## config.mk

```make
export PLATFORM = sky130hd
export DESIGN_NAME = painterengine_gpu_dma_writer_flat
export DESIGN_NICKNAME = d
export VERILOG_FILES = /design/src/rtl/painterengine_gpu_pkg.sv /design/src/rtl/painterengine_gpu_dma_writer_if.sv /design/src/rtl/painterengine_gpu_burst_calc.sv /design/src/rtl/painterengine_gpu_dma_writer.sv /design/src/flat_wrapper.sv
export SDC_FILE = /design/constraint.sdc
export NUM_CORES = 1
export LEC_CHECK = 0
export BUFFER_PORTS_ARGS = -buffer_cell sky130_fd_sc_hd__buf_4
export CORE_ASPECT_RATIO = 1.1
export CORE_MARGIN = 3
export CORE_UTILIZATION = 50
export DETAILED_ROUTE_END_ITERATION = 7
export GPL_ROUTABILITY_DRIVEN = 0
export PLACE_DENSITY = 0.75
export RECOVER_POWER = 100
export SLEW_MARGIN = 20
export SYNTH_ARGS = -nofsm -noshare
export SYNTH_HDL_FRONTEND = slang
export SYNTH_SLANG_ARGS = --single-unit
export TNS_END_PERCENT = 1
```

## constraint.sdc

```tcl
create_clock -name i_wire_clock -period 4.3 [get_ports i_wire_clock]
set_input_delay 0.645 -clock i_wire_clock [delete_from_list [all_inputs] [get_ports i_wire_clock]]
set_output_delay 0.645 -clock i_wire_clock [all_outputs]
set_load 0.01 [all_outputs]
```

## src/rtl/painterengine_gpu_pkg.sv

```systemverilog
// rtl/painterengine_gpu_pkg.sv - shared GPU DMA state, error-type and burst constants
package painterengine_gpu_pkg;

  typedef enum logic [2:0] {
    ST_PARAM_CHECK = 3'd0,
    ST_CALC        = 3'd1,
    ST_CALC2       = 3'd2,
    ST_ADDR        = 3'd3,
    ST_DATA        = 3'd4,
    ST_RESP        = 3'd5,
    ST_DONE        = 3'd6,
    ST_ERROR       = 3'd7
  } state_t;

  typedef enum logic [2:0] {
    ERR_OK         = 3'd0,
    ERR_ADDRESS    = 3'd1,
    ERR_AW_TIMEOUT = 3'd2,
    ERR_W_TIMEOUT  = 3'd3,
    ERR_B_TIMEOUT  = 3'd4,
    ERR_BRESP      = 3'd5
  } err_t;

  // Longest INCR burst and the 1 KB boundary expressed in 32-bit words.
  localparam int unsigned MAX_BURST      = 256;
  localparam int unsigned BOUNDARY_WORDS = 256;

endpackage

```

## src/rtl/painterengine_gpu_dma_writer_if.sv

```systemverilog
// rtl/painterengine_gpu_dma_writer_if.sv - AXI4 write-channel bundle used by the DMA writer
interface painterengine_gpu_dma_writer_if;

  logic        awid;
  logic [31:0] awaddr;
  logic [7:0]  awlen;
  logic [2:0]  awsize;
  logic [1:0]  awburst;
  logic        awlock;
  logic [3:0]  awcache;
  logic [2:0]  awprot;
  logic [3:0]  awqos;
  logic        awvalid;
  logic        awready;
  logic [31:0] wdata;
  logic [3:0]  wstrb;
  logic        wlast;
  logic        wvalid;
  logic        wready;
  logic        bid;
  logic [1:0]  bresp;
  logic        bvalid;
  logic        bready;

  modport master (
    output awid, awaddr, awlen, awsize, awburst, awlock, awcache, awprot, awqos, awvalid,
    input  awready,
    output wdata, wstrb, wlast, wvalid,
    input  wready,
    input  bid, bresp, bvalid,
    output bready
  );

  modport slave (
    input  awid, awaddr, awlen, awsize, awburst, awlock, awcache, awprot, awqos, awvalid,
    output awready,
    input  wdata, wstrb, wlast, wvalid,
    output wready,
    output bid, bresp, bvalid,
    input  bready
  );

endinterface

```

## src/rtl/painterengine_gpu_burst_calc.sv

```systemverilog
// rtl/painterengine_gpu_burst_calc.sv - two-stage burst length: min(room to 1 KB boundary, words left)
module painterengine_gpu_burst_calc
  import painterengine_gpu_pkg::*;
(
  input  logic        i_wire_clock,
  input  logic        i_wire_resetn,
  input  logic        calc_en,
  input  logic        calc2_en,
  input  logic [7:0]  addr_index,
  input  logic [31:0] offset,
  input  logic [31:0] length,
  output logic [8:0]  burstlen
);

  logic [7:0]  unalign;
  logic [8:0]  aligned;
  logic [31:0] remaining;

  // Words left before the next boundary; 256 when sitting exactly on one.
  assign aligned   = 9'(BOUNDARY_WORDS) - {1'b0, unalign};
  assign remaining = length - offset;

  // Stage 1 in CALC: word position within the 1 KB window; stage 2 in CALC2: clamp.
  always_ff @(posedge i_wire_clock or negedge i_wire_resetn) begin
    if (!i_wire_resetn) begin
      unalign  <= '0;
      burstlen <= '0;
    end else begin
      if (calc_en) begin
        unalign <= addr_index + offset[7:0];
      end
      if (calc2_en) begin
        burstlen <= (remaining >= {23'd0, aligned}) ? aligned : remaining[8:0];
      end
    end
  end

endmodule

```

## src/rtl/painterengine_gpu_dma_writer.sv

```systemverilog
// rtl/painterengine_gpu_dma_writer.sv - single-job AXI4 write master; optional timeouts via PAINTERENGINE_GPU_WRITER_TIMEOUT_EN
module painterengine_gpu_dma_writer
  import painterengine_gpu_pkg::*;
#(
  parameter int TIMEOUT_BIT = 18
) (
  input  logic        i_wire_clock,
  input  logic        i_wire_resetn,
  input  logic [31:0] i_wire_address,
  input  logic [31:0] i_wire_length,
  input  logic [31:0] i_wire_data,
  input  logic        i_wire_data_valid,
  output logic        o_wire_data_next,
  output logic        o_wire_done,
  output logic        o_wire_error,
  output logic [2:0]  o_wire_error_type,
  painterengine_gpu_dma_writer_if.master m_axi
);

  localparam int BEAT_W = $clog2(MAX_BURST) + 1;

  state_t            state_q, state_d;
  err_t              err_q, err_d;
  logic [31:0]       addr_q, addr_d;
  logic [31:0]       len_q, len_d;
  logic [31:0]       offset_q, offset_d;
  logic [BEAT_W-1:0] beat_q, beat_d;
  logic [8:0]        burstlen;
  logic [8:0]        burst_m1;
  logic              calc_en, calc2_en;
  logic              awvalid, wvalid, wlast, bready, data_next;
  logic [31:0]       awaddr, wdata;
  logic [7:0]        awlen;
  logic              unused_bid;

  assign unused_bid = m_axi.bid;
  assign burst_m1   = burstlen - 9'd1;

  painterengine_gpu_burst_calc u_burst_calc (
    .i_wire_clock (i_wire_clock),
    .i_wire_resetn(i_wire_resetn),
    .calc_en      (calc_en),
    .calc2_en     (calc2_en),
    .addr_index   (addr_q[9:2]),
    .offset       (offset_q),
    .length       (len_q),
    .burstlen     (burstlen)
  );

`ifdef PAINTERENGINE_GPU_WRITER_TIMEOUT_EN
  logic [TIMEOUT_BIT:0] timer_q;
  logic                 stall;

  assign stall = ((state_q == ST_ADDR) && !m_axi.awready) ||
                 ((state_q == ST_DATA) && !(i_wire_data_valid && m_axi.wready)) ||
                 ((state_q == ST_RESP) && !m_axi.bvalid);

  // Count consecutive stalled cycles; any handshake or state change restarts the count.
  always_ff @(posedge i_wire_clock or negedge i_wire_resetn) begin
    if (!i_wire_resetn) begin
      timer_q <= '0;
    end else if ((state_d != state_q) || !stall) begin
      timer_q <= '0;
    end else begin
      timer_q <= timer_q + 1'b1;
    end
  end
`else
  localparam int unused_timeout_bit = TIMEOUT_BIT;
`endif

  // State and job bookkeeping registers.
  always_ff @(posedge i_wire_clock or negedge i_wire_resetn) begin
    if (!i_wire_resetn) begin
      state_q  <= ST_PARAM_CHECK;
      err_q    <= ERR_OK;
      addr_q   <= '0;
      len_q    <= '0;
      offset_q <= '0;
      beat_q   <= '0;
    end else begin
      state_q  <= state_d;
      err_q    <= err_d;
      addr_q   <= addr_d;
      len_q    <= len_d;
      offset_q <= offset_d;
      beat_q   <= beat_d;
    end
  end

  // Next-state logic and channel outputs; W beats pass straight through in DATA.
  always_comb begin
    state_d   = state_q;
    err_d     = err_q;
    addr_d    = addr_q;
    len_d     = len_q;
    offset_d  = offset_q;
    beat_d    = beat_q;
    calc_en   = 1'b0;
    calc2_en  = 1'b0;
    awvalid   = 1'b0;
    awaddr    = '0;
    awlen     = '0;
    wvalid    = 1'b0;
    wdata     = '0;
    wlast     = 1'b0;
    bready    = 1'b0;
    data_next = 1'b0;

    unique case (state_q)
      ST_PARAM_CHECK: begin
        addr_d   = i_wire_address;
        len_d    = i_wire_length;
        offset_d = '0;
        if ((i_wire_address[1:0] != 2'b00) || (i_wire_length == 32'd0)) begin
          state_d = ST_ERROR;
          err_d   = ERR_ADDRESS;
        end else begin
          state_d = ST_CALC;
        end
      end
      ST_CALC: begin
        calc_en = 1'b1;
        state_d = ST_CALC2;
      end
      ST_CALC2: begin
        calc2_en = 1'b1;
        state_d  = ST_ADDR;
      end
      ST_ADDR: begin
        awvalid = 1'b1;
        awaddr  = addr_q + {offset_q[29:0], 2'b00};
        awlen   = burst_m1[7:0];
        if (m_axi.awready) begin
          beat_d  = '0;
          state_d = ST_DATA;
        end
      end
      ST_DATA: begin
        wvalid    = i_wire_data_valid;
        wdata     = i_wire_data;
        data_next = m_axi.wready;
        wlast     = (beat_q == burst_m1);
        if (i_wire_data_valid && m_axi.wready) begin
          beat_d = beat_q + 1'b1;
          if (wlast) begin
            state_d = ST_RESP;
          end
        end
      end
      ST_RESP: begin
        bready = 1'b1;
        if (m_axi.bvalid) begin
          if (m_axi.bresp != 2'b00) begin
            state_d = ST_ERROR;
            err_d   = ERR_BRESP;
          end else begin
            offset_d = offset_q + {23'd0, burstlen};
            state_d  = (offset_d >= len_q) ? ST_DONE : ST_CALC;
          end
        end
      end
      default: begin
      end
    endcase

`ifdef PAINTERENGINE_GPU_WRITER_TIMEOUT_EN
    if (timer_q[TIMEOUT_BIT] && stall) begin
      state_d = ST_ERROR;
      unique case (state_q)
        ST_ADDR: err_d = ERR_AW_TIMEOUT;
        ST_DATA: err_d = ERR_W_TIMEOUT;
        default: err_d = ERR_B_TIMEOUT;
      endcase
    end
`endif
  end

  assign m_axi.awid    = 1'b0;
  assign m_axi.awaddr  = awaddr;
  assign m_axi.awlen   = awlen;
  assign m_axi.awsize  = 3'b010;
  assign m_axi.awburst = 2'b01;
  assign m_axi.awlock  = 1'b0;
  assign m_axi.awcache = 4'b0010;
  assign m_axi.awprot  = 3'b000;
  assign m_axi.awqos   = 4'b0000;
  assign m_axi.awvalid = awvalid;
  assign m_axi.wdata   = wdata;
  assign m_axi.wstrb   = 4'hF;
  assign m_axi.wlast   = wlast;
  assign m_axi.wvalid  = wvalid;
  assign m_axi.bready  = bready;

  assign o_wire_data_next  = data_next;
  assign o_wire_done       = (state_q == ST_DONE);
  assign o_wire_error      = (state_q == ST_ERROR);
  assign o_wire_error_type = err_q;

endmodule

```

## src/flat_wrapper.sv

```systemverilog
// flat-port wrapper written by rule: the top's interface ports become plain ports
module painterengine_gpu_dma_writer_flat import painterengine_gpu_pkg::*;
#(
  parameter int TIMEOUT_BIT = 18
)
  (i_wire_clock, i_wire_resetn, i_wire_address, i_wire_length, i_wire_data, i_wire_data_valid, o_wire_data_next, o_wire_done, o_wire_error, o_wire_error_type, m_axi_awid, m_axi_awaddr, m_axi_awlen, m_axi_awsize, m_axi_awburst, m_axi_awlock, m_axi_awcache, m_axi_awprot, m_axi_awqos, m_axi_awvalid, m_axi_awready, m_axi_wdata, m_axi_wstrb, m_axi_wlast, m_axi_wvalid, m_axi_wready, m_axi_bid, m_axi_bresp, m_axi_bvalid, m_axi_bready);
  painterengine_gpu_dma_writer_if m_axi_i ();
  input  logic i_wire_clock;
  input  logic i_wire_resetn;
  input  logic [31:0] i_wire_address;
  input  logic [31:0] i_wire_length;
  input  logic [31:0] i_wire_data;
  input  logic i_wire_data_valid;
  output logic o_wire_data_next;
  output logic o_wire_done;
  output logic o_wire_error;
  output logic [2:0] o_wire_error_type;
  output wire logic [$bits(m_axi_i.awid)-1:0] m_axi_awid;
  output wire logic [$bits(m_axi_i.awaddr)-1:0] m_axi_awaddr;
  output wire logic [$bits(m_axi_i.awlen)-1:0] m_axi_awlen;
  output wire logic [$bits(m_axi_i.awsize)-1:0] m_axi_awsize;
  output wire logic [$bits(m_axi_i.awburst)-1:0] m_axi_awburst;
  output wire logic [$bits(m_axi_i.awlock)-1:0] m_axi_awlock;
  output wire logic [$bits(m_axi_i.awcache)-1:0] m_axi_awcache;
  output wire logic [$bits(m_axi_i.awprot)-1:0] m_axi_awprot;
  output wire logic [$bits(m_axi_i.awqos)-1:0] m_axi_awqos;
  output wire logic [$bits(m_axi_i.awvalid)-1:0] m_axi_awvalid;
  input wire logic [$bits(m_axi_i.awready)-1:0] m_axi_awready;
  output wire logic [$bits(m_axi_i.wdata)-1:0] m_axi_wdata;
  output wire logic [$bits(m_axi_i.wstrb)-1:0] m_axi_wstrb;
  output wire logic [$bits(m_axi_i.wlast)-1:0] m_axi_wlast;
  output wire logic [$bits(m_axi_i.wvalid)-1:0] m_axi_wvalid;
  input wire logic [$bits(m_axi_i.wready)-1:0] m_axi_wready;
  input wire logic [$bits(m_axi_i.bid)-1:0] m_axi_bid;
  input wire logic [$bits(m_axi_i.bresp)-1:0] m_axi_bresp;
  input wire logic [$bits(m_axi_i.bvalid)-1:0] m_axi_bvalid;
  output wire logic [$bits(m_axi_i.bready)-1:0] m_axi_bready;
  assign m_axi_awid = m_axi_i.awid;
  assign m_axi_awaddr = m_axi_i.awaddr;
  assign m_axi_awlen = m_axi_i.awlen;
  assign m_axi_awsize = m_axi_i.awsize;
  assign m_axi_awburst = m_axi_i.awburst;
  assign m_axi_awlock = m_axi_i.awlock;
  assign m_axi_awcache = m_axi_i.awcache;
  assign m_axi_awprot = m_axi_i.awprot;
  assign m_axi_awqos = m_axi_i.awqos;
  assign m_axi_awvalid = m_axi_i.awvalid;
  assign m_axi_i.awready = m_axi_awready;
  assign m_axi_wdata = m_axi_i.wdata;
  assign m_axi_wstrb = m_axi_i.wstrb;
  assign m_axi_wlast = m_axi_i.wlast;
  assign m_axi_wvalid = m_axi_i.wvalid;
  assign m_axi_i.wready = m_axi_wready;
  assign m_axi_i.bid = m_axi_bid;
  assign m_axi_i.bresp = m_axi_bresp;
  assign m_axi_i.bvalid = m_axi_bvalid;
  assign m_axi_bready = m_axi_i.bready;
  painterengine_gpu_dma_writer #(.TIMEOUT_BIT(TIMEOUT_BIT)) u_core (.i_wire_clock(i_wire_clock), .i_wire_resetn(i_wire_resetn), .i_wire_address(i_wire_address), .i_wire_length(i_wire_length), .i_wire_data(i_wire_data), .i_wire_data_valid(i_wire_data_valid), .o_wire_data_next(o_wire_data_next), .o_wire_done(o_wire_done), .o_wire_error(o_wire_error), .o_wire_error_type(o_wire_error_type), .m_axi(m_axi_i));
endmodule
```

==> flow_summary_export.csv, run 1 <==
group,metric,value,unit
logic_synthesis,synthCells,1491,
sta,timing.final.ws_setup,-0.306,ns
logic_synthesis,leading_register_cell_type_out_of_synthesis,"sky130_fd_sc_hd__dfrtp_1",
logic_synthesis,post_synth_mux_area_share,1.15,%
logic_synthesis,synth_area_in_compound_gates,20.6,%
pwr,leakage,7.18,nW
cts,root_buffer,"sky130_fd_sc_hd__clkbuf_16",
placed_design,post-place-cells,1991,
logic_synthesis,synth_top_family_by_area,"simple AND/OR/NAND/NOR gates",
sta,worstMarginPinSlew,2.61,ns
cts,clkLatencyLatePin,0.43,ns
sta,timing.final.setup_violations,5,
floorplan,die-area,25000,µm²
worst_setup_path,cp_max_fo,6,
worst_setup_path,critical_path.reg2reg.endpoint,"u_core.state_q[2]$_DFFE_PN0P_",
sta,finalClockSkew,0.00802,ns
worst_setup_path,critPathArrivalTime,4.91,ns
floorplan,fp.dieW,151,µm
finish,finalNonFillerCells,2034,
grt,number_of_global_route_vias_before_repair,11300,
floorplan,die_y,165,µm
route,antenna_left,0,
grt,grt_antenna_before_repair,0,
route,route.final.wire_length,35600,µm
logic_synthesis,async_reset_ff_share,100,%
sta,min_period,4.61,ns
sta,period_share,107,%
sta,finalHoldViolations,0,
cts,cts_buffers,17,
route,routedWlPerCell,17.5,µm
floorplan,initial_core_util,51.6,%
sta,fmax,0.217,GHz
placed_design,post-dp-hpwl,27100,µm
floorplan,placementRows,57,
grt,grt_remaining_overflow,0,
pwr,powerDensity,789,nW/µm²
logic_synthesis,post_synth_fa_ha_maj_area_fraction,12.8,%
grt,global_route.usage.total,27.7,%
finish,fill_cells,1927,
logic_synthesis,synth.ff_latch_count,127,
finish,nets,1947,
hold_path,timing.hold.worst_path_depth,3,
logic_synthesis,netlist.top_cell.by_area,"sky130_fd_sc_hd__dfrtp_1",
logic_synthesis,synth-xor-area-share,6.22,%
logic_synthesis,ys_top_cells_by_area,"sky130_fd_sc_hd__dfrtp_1 (28%), sky130_fd_sc_hd__ha_1 (12%), sky130_fd_sc_hd__nand2_1 (7.5%)",
status,status,"finished with violations",
logic_synthesis,synth_sequential_area_ratio,27.5,%
route,vias,11800,
hold_path,hold_path_startpoint,"i_wire_address[27]",
worst_setup_path,reg2reg_slack,-0.31,ns
worst_setup_path,end_kind,"register",
grt,grt_start_max_net_pins,110,
status,failed_checks,"capacitance limit, slew limit, setup timing",
cts,htreeDepth,4,
floorplan,design.portCount,209,
logic_synthesis,syn_avg_cell_area,7.74,µm²
worst_setup_path,crit_path_largest_cell_delay,0.41,ns
logic_synthesis,yosys_warnings,0,
cts,cts.path.max_buffers,2,
route,routed_via_density,5.79,
logic_synthesis,synth_edf_count,0,
floorplan,core-area,22400,µm²
run,drv_cap,3,
placed_design,place_ws,-0.397,ns
worst_setup_path,timing.critical_path.from_type,"register",
worst_setup_path,critPathLaunch,"u_core.u_burst_calc.burstlen[1]$_DFFE_PN0P_",
grt,wire_length_of_the_first_global_routing_pass,55400,µm
logic_synthesis,synth.cell_area,11500,µm²
route,dr.first_iter.drc_count,763,
route,post-route-drc-count,0,
worst_setup_path,r2r-start,"u_core.u_burst_calc.burstlen[1]$_DFFE_PN0P_",
cts,worst_setup_hold_path_clk_slew,0.06,ns
hold_path,timing.hold.worst_endpoint,"u_core.addr_q[27]$_DFFE_PN0N_",
worst_setup_path,worst_ep_required_time,4.60,ns
sta,slew_viol_final,198,
worst_setup_path,worst-setup-path-type,"register to register",
cts,cts.sink_count,127,
worst_setup_path,timing.reg2reg.worst_path_depth,23,
hold_path,min-delay-path-class,"primary input to register",
worst_setup_path,timing.critical_path.mode_cell,"sky130_fd_sc_hd__a21o_1",
cts,tritoncts,"built",
sta,grt_setup_unrepaired,"true",
finish,num_antenna_cells,0,
finish,synthToLayoutAreaGrowth,25.7,%
logic_synthesis,synth.lib_cells_used.distinct,80,
pwr,vdd.ir_drop.worst,0.000446,V
logic_synthesis,yosysTopAreaCellShare,27.5,%
placed_design,placement.io_buffers,184,
finish,share_of_cells_above_drive_strength_1,22.4,%
worst_setup_path,crit_chain,"ha_1, a21o_1, a21oi_1, o21ai_0, a21oi_1, o21ai_0, a21oi_2, o21ai_1, and2_1, buf_4, nand2_1, xnor2_1, ha_1, a21o_1, a21o_1, a21oi_2, nor2_1, a211oi_2, o21ai_1, a221oi_4, o21ai_4, nor2_2, a32oi_1",
sta,final.setup.tns,-0.850,ns
route,iteration_count_of_the_initial_detailed_routing_pass,5,
sta,max-slew-margin-rel,-73.9,%
worst_setup_path,critical-path-slowest-cell,"sky130_fd_sc_hd__dfrtp_1",
logic_synthesis,synthSimpleGateAreaFrac,24.3,%
cts,cts-hold-fix-buffers,0,
[power breakdown]
part           internal [mW]  switching, mW  leakage (nW)  total, mW
registers               1.68          0.447          1.51       2.13
clock network          0.852          0.567         0.286       1.42
logic                   3.38           4.52          5.39       7.90
total                   5.92           5.53          7.18       11.5
[what timing repair did]
item / 4_1_cts / 5_1_grt
setup buffers: 7 / 3
setup endpoints to repair: 20 / 21
gates resized for setup: 38 / 24
pin swaps: 38 / 23
[state kept, by name (all words and copies together) (netlist names)]
name                          flops
u_core.addr_q                    32
u_core.beat_q                     9
u_core.len_q                     32
u_core.o_wire_error_type          2
u_core.offset_q                  32
u_core.state_q                    3
u_core.u_burst_calc.burstlen      9
u_core.u_burst_calc.unalign       8
[critical path, delay by kind of cell, from the launching register on]
family                     cells  cell delay (ns)
xor gates and xnor gates       1             0.13
DFF                            1             0.41
adders and majority gates      2             0.58
buffers and inverters          1             0.16
and+or+nand+nor                4             0.52
AOI/OAI and AO/OA             15             2.69
[cell families after synthesis]
| kind of cell | after synthesis |
|---|---|
| simple gates | 589 |
| mux | 13 |
| compound gates | 369 |
| flops | 127 |
| buf+inv | 193 |
| xor+xnor | 82 |
| fa+ha+maj | 116 |
| other cells | 2 |
[placed cells by master (no fill, tap or decap), types with 6 or more instances in the layout]
cell type	n
sky130_fd_sc_hd__dfrtp_1	127
sky130_fd_sc_hd__a21o_1	41
sky130_fd_sc_hd__a21oi_2	6
sky130_fd_sc_hd__o21bai_1	6
sky130_fd_sc_hd__nor3_1	31
sky130_fd_sc_hd__a21oi_1	71
sky130_fd_sc_hd__inv_1	104
sky130_fd_sc_hd__and3_1	41
sky130_fd_sc_hd__o211ai_1	12
sky130_fd_sc_hd__and2_1	19
sky130_fd_sc_hd__clkinv_2	6
sky130_fd_sc_hd__nand3_1	33
sky130_fd_sc_hd__nor2_1	109
sky130_fd_sc_hd__clkbuf_16	17
sky130_fd_sc_hd__o31ai_1	18
sky130_fd_sc_hd__nand4_1	31
sky130_fd_sc_hd__xor2_1	33
sky130_fd_sc_hd__conb_1	23
sky130_fd_sc_hd__buf_4	273
sky130_fd_sc_hd__mux2i_1	11
sky130_fd_sc_hd__o2111ai_1	6
sky130_fd_sc_hd__ha_1	110
sky130_fd_sc_hd__a211oi_1	6
sky130_fd_sc_hd__or3_1	15
sky130_fd_sc_hd__nand2_1	229
sky130_fd_sc_hd__xnor2_1	44
sky130_fd_sc_hd__a31oi_1	17
sky130_fd_sc_hd__o21a_1	19
sky130_fd_sc_hd__nand2b_1	9
sky130_fd_sc_hd__o21ai_0	101
sky130_fd_sc_hd__nor4_1	18
[synthesized netlist by cell type, types with 23 or more instances]
master,count
sky130_fd_sc_hd__nand4_1,31
sky130_fd_sc_hd__nand3_1,35
sky130_fd_sc_hd__dfrtp_1,127
sky130_fd_sc_hd__xnor2_1,49
sky130_fd_sc_hd__xor2_1,33
sky130_fd_sc_hd__o21ai_0,111
sky130_fd_sc_hd__nand2_1,232
sky130_fd_sc_hd__buf_4,23
sky130_fd_sc_hd__nor3_1,32
sky130_fd_sc_hd__and3_1,42
sky130_fd_sc_hd__a21oi_1,77
sky130_fd_sc_hd__a21o_1,41
sky130_fd_sc_hd__inv_1,105
sky130_fd_sc_hd__clkbuf_1,52
sky130_fd_sc_hd__ha_1,113
sky130_fd_sc_hd__nor2_1,111
[worst max path at each step]
stage,endpoint,slack (ns),cells past startpoint
after detailed placement,u_core.state_q[1]$_DFFE_PN0P_,-0.40,22
after global placement,u_core.state_q[1]$_DFFE_PN0P_,-0.32,22
after floorplan,u_core.state_q[1]$_DFFE_PN0P_,0.007,23
after CTS,u_core.state_q[1]$_DFFE_PN0P_,-0.13,23
after global routing,u_core.state_q[2]$_DFFE_PN0P_,-0.51,23
final,u_core.state_q[2]$_DFFE_PN0P_,-0.31,23
[layer usage]
| metal | GRT usage (%) | wire length, µm | vias up |
|---|---|---|---|
| met3 | 4.69 | 1970 | 122 |
| met4 | 14.6 | 1840 | 0 |
| met2 | 47.4 | 17600 | 430 |
| met5 | 0 | 0 | - |
| met1 | 33.4 | 14200 | 5525 |
| li1 | - | - | 5709 |
[through the flow]
stage | hold WS, ns | utilization (%) | power, mW | cell area [µm²]
finish | 0.396 | 64.8 | 11.5 | 14500
global route | 0.397 | 64.8 | 12.4 | 14500
CTS | 0.395 | 64.2 | 11.1 | 14400
detailed placement | 0.456 | 60.8 | 9.51 | 13600
global placement | 0.453 | 60.8 | 9.30 | 13600
floorplan | 0.349 | - | 7.26 | 11600
[layout make-up]
| class | instances | area [µm²] | area share [%] |
|---|---|---|---|
| repair buffers | 283 | 2130 | 14.7 |
| inverters | 105 | 394 | 2.71 |
| flip-flops and latches | 127 | 3180 | 21.9 |
| multi-input cells | 1192 | 7880 | 54.2 |
| clock inverters | 10 | 85.1 | 0.586 |
| well taps | 295 | 369 | 2.54 |
| clock buffers | 22 | 484 | 3.34 |
Note: power is estimated with default switching activity, not from simulation.
==> run 2, diff against run 1 <==
--- a/config.mk
+++ b/config.mk
@@ -6,8 +6,7 @@
 export NUM_CORES = 1
 export LEC_CHECK = 0
 export BUFFER_PORTS_ARGS = -buffer_cell sky130_fd_sc_hd__buf_4
-export CORE_ASPECT_RATIO = 1.1
-export CORE_MARGIN = 3
+export CORE_ASPECT_RATIO = 2
 export CORE_UTILIZATION = 50
 export DETAILED_ROUTE_END_ITERATION = 7
 export GPL_ROUTABILITY_DRIVEN = 0
==> flow_summary_export.csv, run 2 (synthesis results as in run 1) <==
group,metric,value,unit
floorplan,placementRows,78,
status,failed_checks,"capacitance limit, slew limit, setup timing",
grt,grt_start_max_net_pins,77,
worst_setup_path,critPathLaunch,"u_core.offset_q[0]$_DFFE_PN0P_",
floorplan,die-area,23700,µm²
pwr,vdd.ir_drop.worst,0.000451,V
hold_path,hold_path_startpoint,"i_wire_address[17]",
grt,wire_length_of_the_first_global_routing_pass,61500,µm
placed_design,placement.io_buffers,184,
route,routedWlPerCell,20.1,µm
cts,htreeDepth,4,
route,dr.first_iter.drc_count,893,
finish,reg_top3,"u_core.addr_q x32, u_core.len_q x32, u_core.offset_q x32",
sta,timing.final.setup_violations,5,
pwr,internal_power,5.77,mW
pwr,seq_power_share,18.8,%
worst_setup_path,r2r-start,"u_core.offset_q[0]$_DFFE_PN0P_",
placed_design,post-dp-hpwl,31200,µm
finish,share_of_cells_above_drive_strength_1,19.6,%
placed_design,postPlaceCellArea,13600,µm²
floorplan,initial_core_util,51.0,%
sta,period_share,105,%
pwr,combinationalPowerShare,69.1,%
sta,slew_viol_final,95,
route,iteration_count_of_the_initial_detailed_routing_pass,6,
worst_setup_path,timing.critical_path.from_type,"register",
sta,grt_setup_unrepaired,"true",
cts,clkLatencyLatePin,0.45,ns
route,vias,12200,
finish,finalNonFillerCells,2011,
floorplan,die_y,217,µm
pwr,p_total,11.6,mW
cts,cts.sink_count,127,
pwr,netSwitchingPower,5.80,mW
worst_setup_path,worst-setup-path-type,"register to register",
status,status,"finished with violations",
grt,number_of_global_route_vias_before_repair,11900,
grt,grt_antenna_before_repair,0,
sta,max-slew-margin-rel,-140,%
worst_setup_path,end_kind,"register",
floorplan,core-area,22600,µm²
placed_design,post-place-cells,1976,
pwr,swShare,50.1,%
hold_path,min-delay-path-class,"primary input to register",
sta,fmax,0.221,GHz
finish,stdcell_area,14300,µm²
worst_setup_path,worst_ep_required_time,4.62,ns
route,routed_via_density,6.05,
route,post-route-drc-count,0,
finish,num_antenna_cells,0,
worst_setup_path,critPathArrivalTime,4.83,ns
cts,cts.path.max_buffers,2,
pwr,powerDensity,810,nW/µm²
cts,tritoncts,"built",
cts,cts_buffers,17,
finish,final_common_cell,"sky130_fd_sc_hd__nand2_1",
sta,min_period,4.52,ns
finish,synthToLayoutAreaGrowth,23.6,%
pwr,clock_power_share,12.1,%
grt,grt_remaining_overflow,0,
sta,finalHoldViolations,0,
grt,global_route.usage.total,34.6,%
sta,timing.final.ws_setup,-0.217,ns
cts,worst_setup_hold_path_clk_slew,0.06,ns
route,route.final.wire_length,40400,µm
cts,root_buffer,"sky130_fd_sc_hd__clkbuf_16",
pwr,leakage,6.98,nW
placed_design,place_ws,-0.420,ns
sta,worstMarginPinSlew,3.60,ns
floorplan,fp.dieW,109,µm
worst_setup_path,cp_max_fo,6,
route,antenna_left,0,
run,drv_cap,2,
floorplan,design.portCount,209,
sta,finalClockSkew,0.00942,ns
finish,nets,1941,
finish,layout_common_cells,"sky130_fd_sc_hd__nand2_1 (231), sky130_fd_sc_hd__buf_4 (229), sky130_fd_sc_hd__dfrtp_1 (127), sky130_fd_sc_hd__nor2_1 (110), sky130_fd_sc_hd__ha_1 (110)",
==> run 2: changes by cell type in the layout (fill, tap and decap cells not counted), moves of 3 or more <==
cell                       delta
sky130_fd_sc_hd__clkbuf_1    +38
sky130_fd_sc_hd__buf_4       -44
sky130_fd_sc_hd__clkbuf_2     +3
sky130_fd_sc_hd__clkinv_2     -3
==> run 2: what timing repair did <==
| action | 4_1_cts | 5_1_grt |
|---|---|---|
| pin swaps | 30 | 31 |
| hold endpoints to repair | 0 | 0 |
| cloned | 0 | 0 |
| endpoints found under the setup margin | 18 | 26 |
| gates resized for setup | 19 | 42 |
| setup buffers | 3 | 2 |
| hold buffers | 0 | 0 |
==> run 2: metrics by stage <==
stage,hold slack (ns),setup TNS [ns],utilization [%]
3_5_place_dp,0.455,-1.35,60.0
3_3_place_gp,0.452,-0.803,60.0
4_1_cts,0.313,-0.457,62.9
5_1_grt,0.386,-3.20,63.0
6_report,0.386,-0.764,63.0
2_1_floorplan,0.349,0,-
==> run 2: layer usage <==
layer,global-route usage (%),vias to the layer above,routed length (µm)
li1,-,5684,-
met1,34.4,5699,13600
met2,59.6,562,20300
met3,7.25,229,2570
met4,29.9,0,4020
met5,0,-,0
==> run 2: area by class of cell <==
class	instances	area [µm²]
Fill cell	2049	8370
Multi-Input combinational cell	1192	7870
Tap cell	280	350
Sequential cell	127	3180
Timing Repair Buffer	277	1920
Clock buffer	21	470
Clock inverter	9	86.3
Inverter	105	394
==> run 2: power by group through the flow <==
stage	logic, mW	clock network (mW)	registers [mW]
after CTS	7.65	1.41	2.14
after global routing	8.80	1.45	2.21
final	7.99	1.40	2.17
after detailed placement	7.50	0	2.16
after floorplan	5.27	0	1.99
after global placement	7.32	0	2.14
==> run 2: path summary, 6_finish.rpt <==
check / slack (ns) / depth (start not counted) / endpoint
min: 0.39 / 3 / u_core.addr_q[17]$_DFFE_PN0N_
min in group asynchronous: 1.42 / 1 / u_core.len_q[4]$_DFFE_PN0N_
max: -0.22 / 24 / u_core.state_q[2]$_DFFE_PN0P_
max reg2reg: -0.22 / 24 / u_core.state_q[2]$_DFFE_PN0P_
max in group asynchronous: 0.75 / 2 / u_core.addr_q[24]$_DFFE_PN0N_
min reg2reg: 0.47 / 1 / u_core.o_wire_error_type[0]$_DFFE_PN0P_
==> run 2: worst max-delay path: stages (launching register included) <==
cell and delay [ns]:
sky130_fd_sc_hd__dfrtp_1 0.40, sky130_fd_sc_hd__ha_4 0.16, sky130_fd_sc_hd__inv_2 0.04, sky130_fd_sc_hd__fa_2 0.34, sky130_fd_sc_hd__nor2b_2 0.13, sky130_fd_sc_hd__o21ai_2 0.07
sky130_fd_sc_hd__a21boi_2 0.18, sky130_fd_sc_hd__o21ai_2 0.08, sky130_fd_sc_hd__a21oi_2 0.17, sky130_fd_sc_hd__o2111ai_2 0.16, sky130_fd_sc_hd__a211oi_2 0.24, sky130_fd_sc_hd__buf_4 0.20
sky130_fd_sc_hd__buf_6 0.13, sky130_fd_sc_hd__nand2_4 0.05, sky130_fd_sc_hd__xnor2_2 0.14, sky130_fd_sc_hd__ha_1 0.32, sky130_fd_sc_hd__a21o_1 0.17, sky130_fd_sc_hd__a21o_1 0.16
sky130_fd_sc_hd__a21o_1 0.17, sky130_fd_sc_hd__a21o_1 0.16, sky130_fd_sc_hd__a21o_1 0.20, sky130_fd_sc_hd__a221oi_4 0.33, sky130_fd_sc_hd__o21ai_4 0.15, sky130_fd_sc_hd__nor2_4 0.14
sky130_fd_sc_hd__a32oi_1 0.10
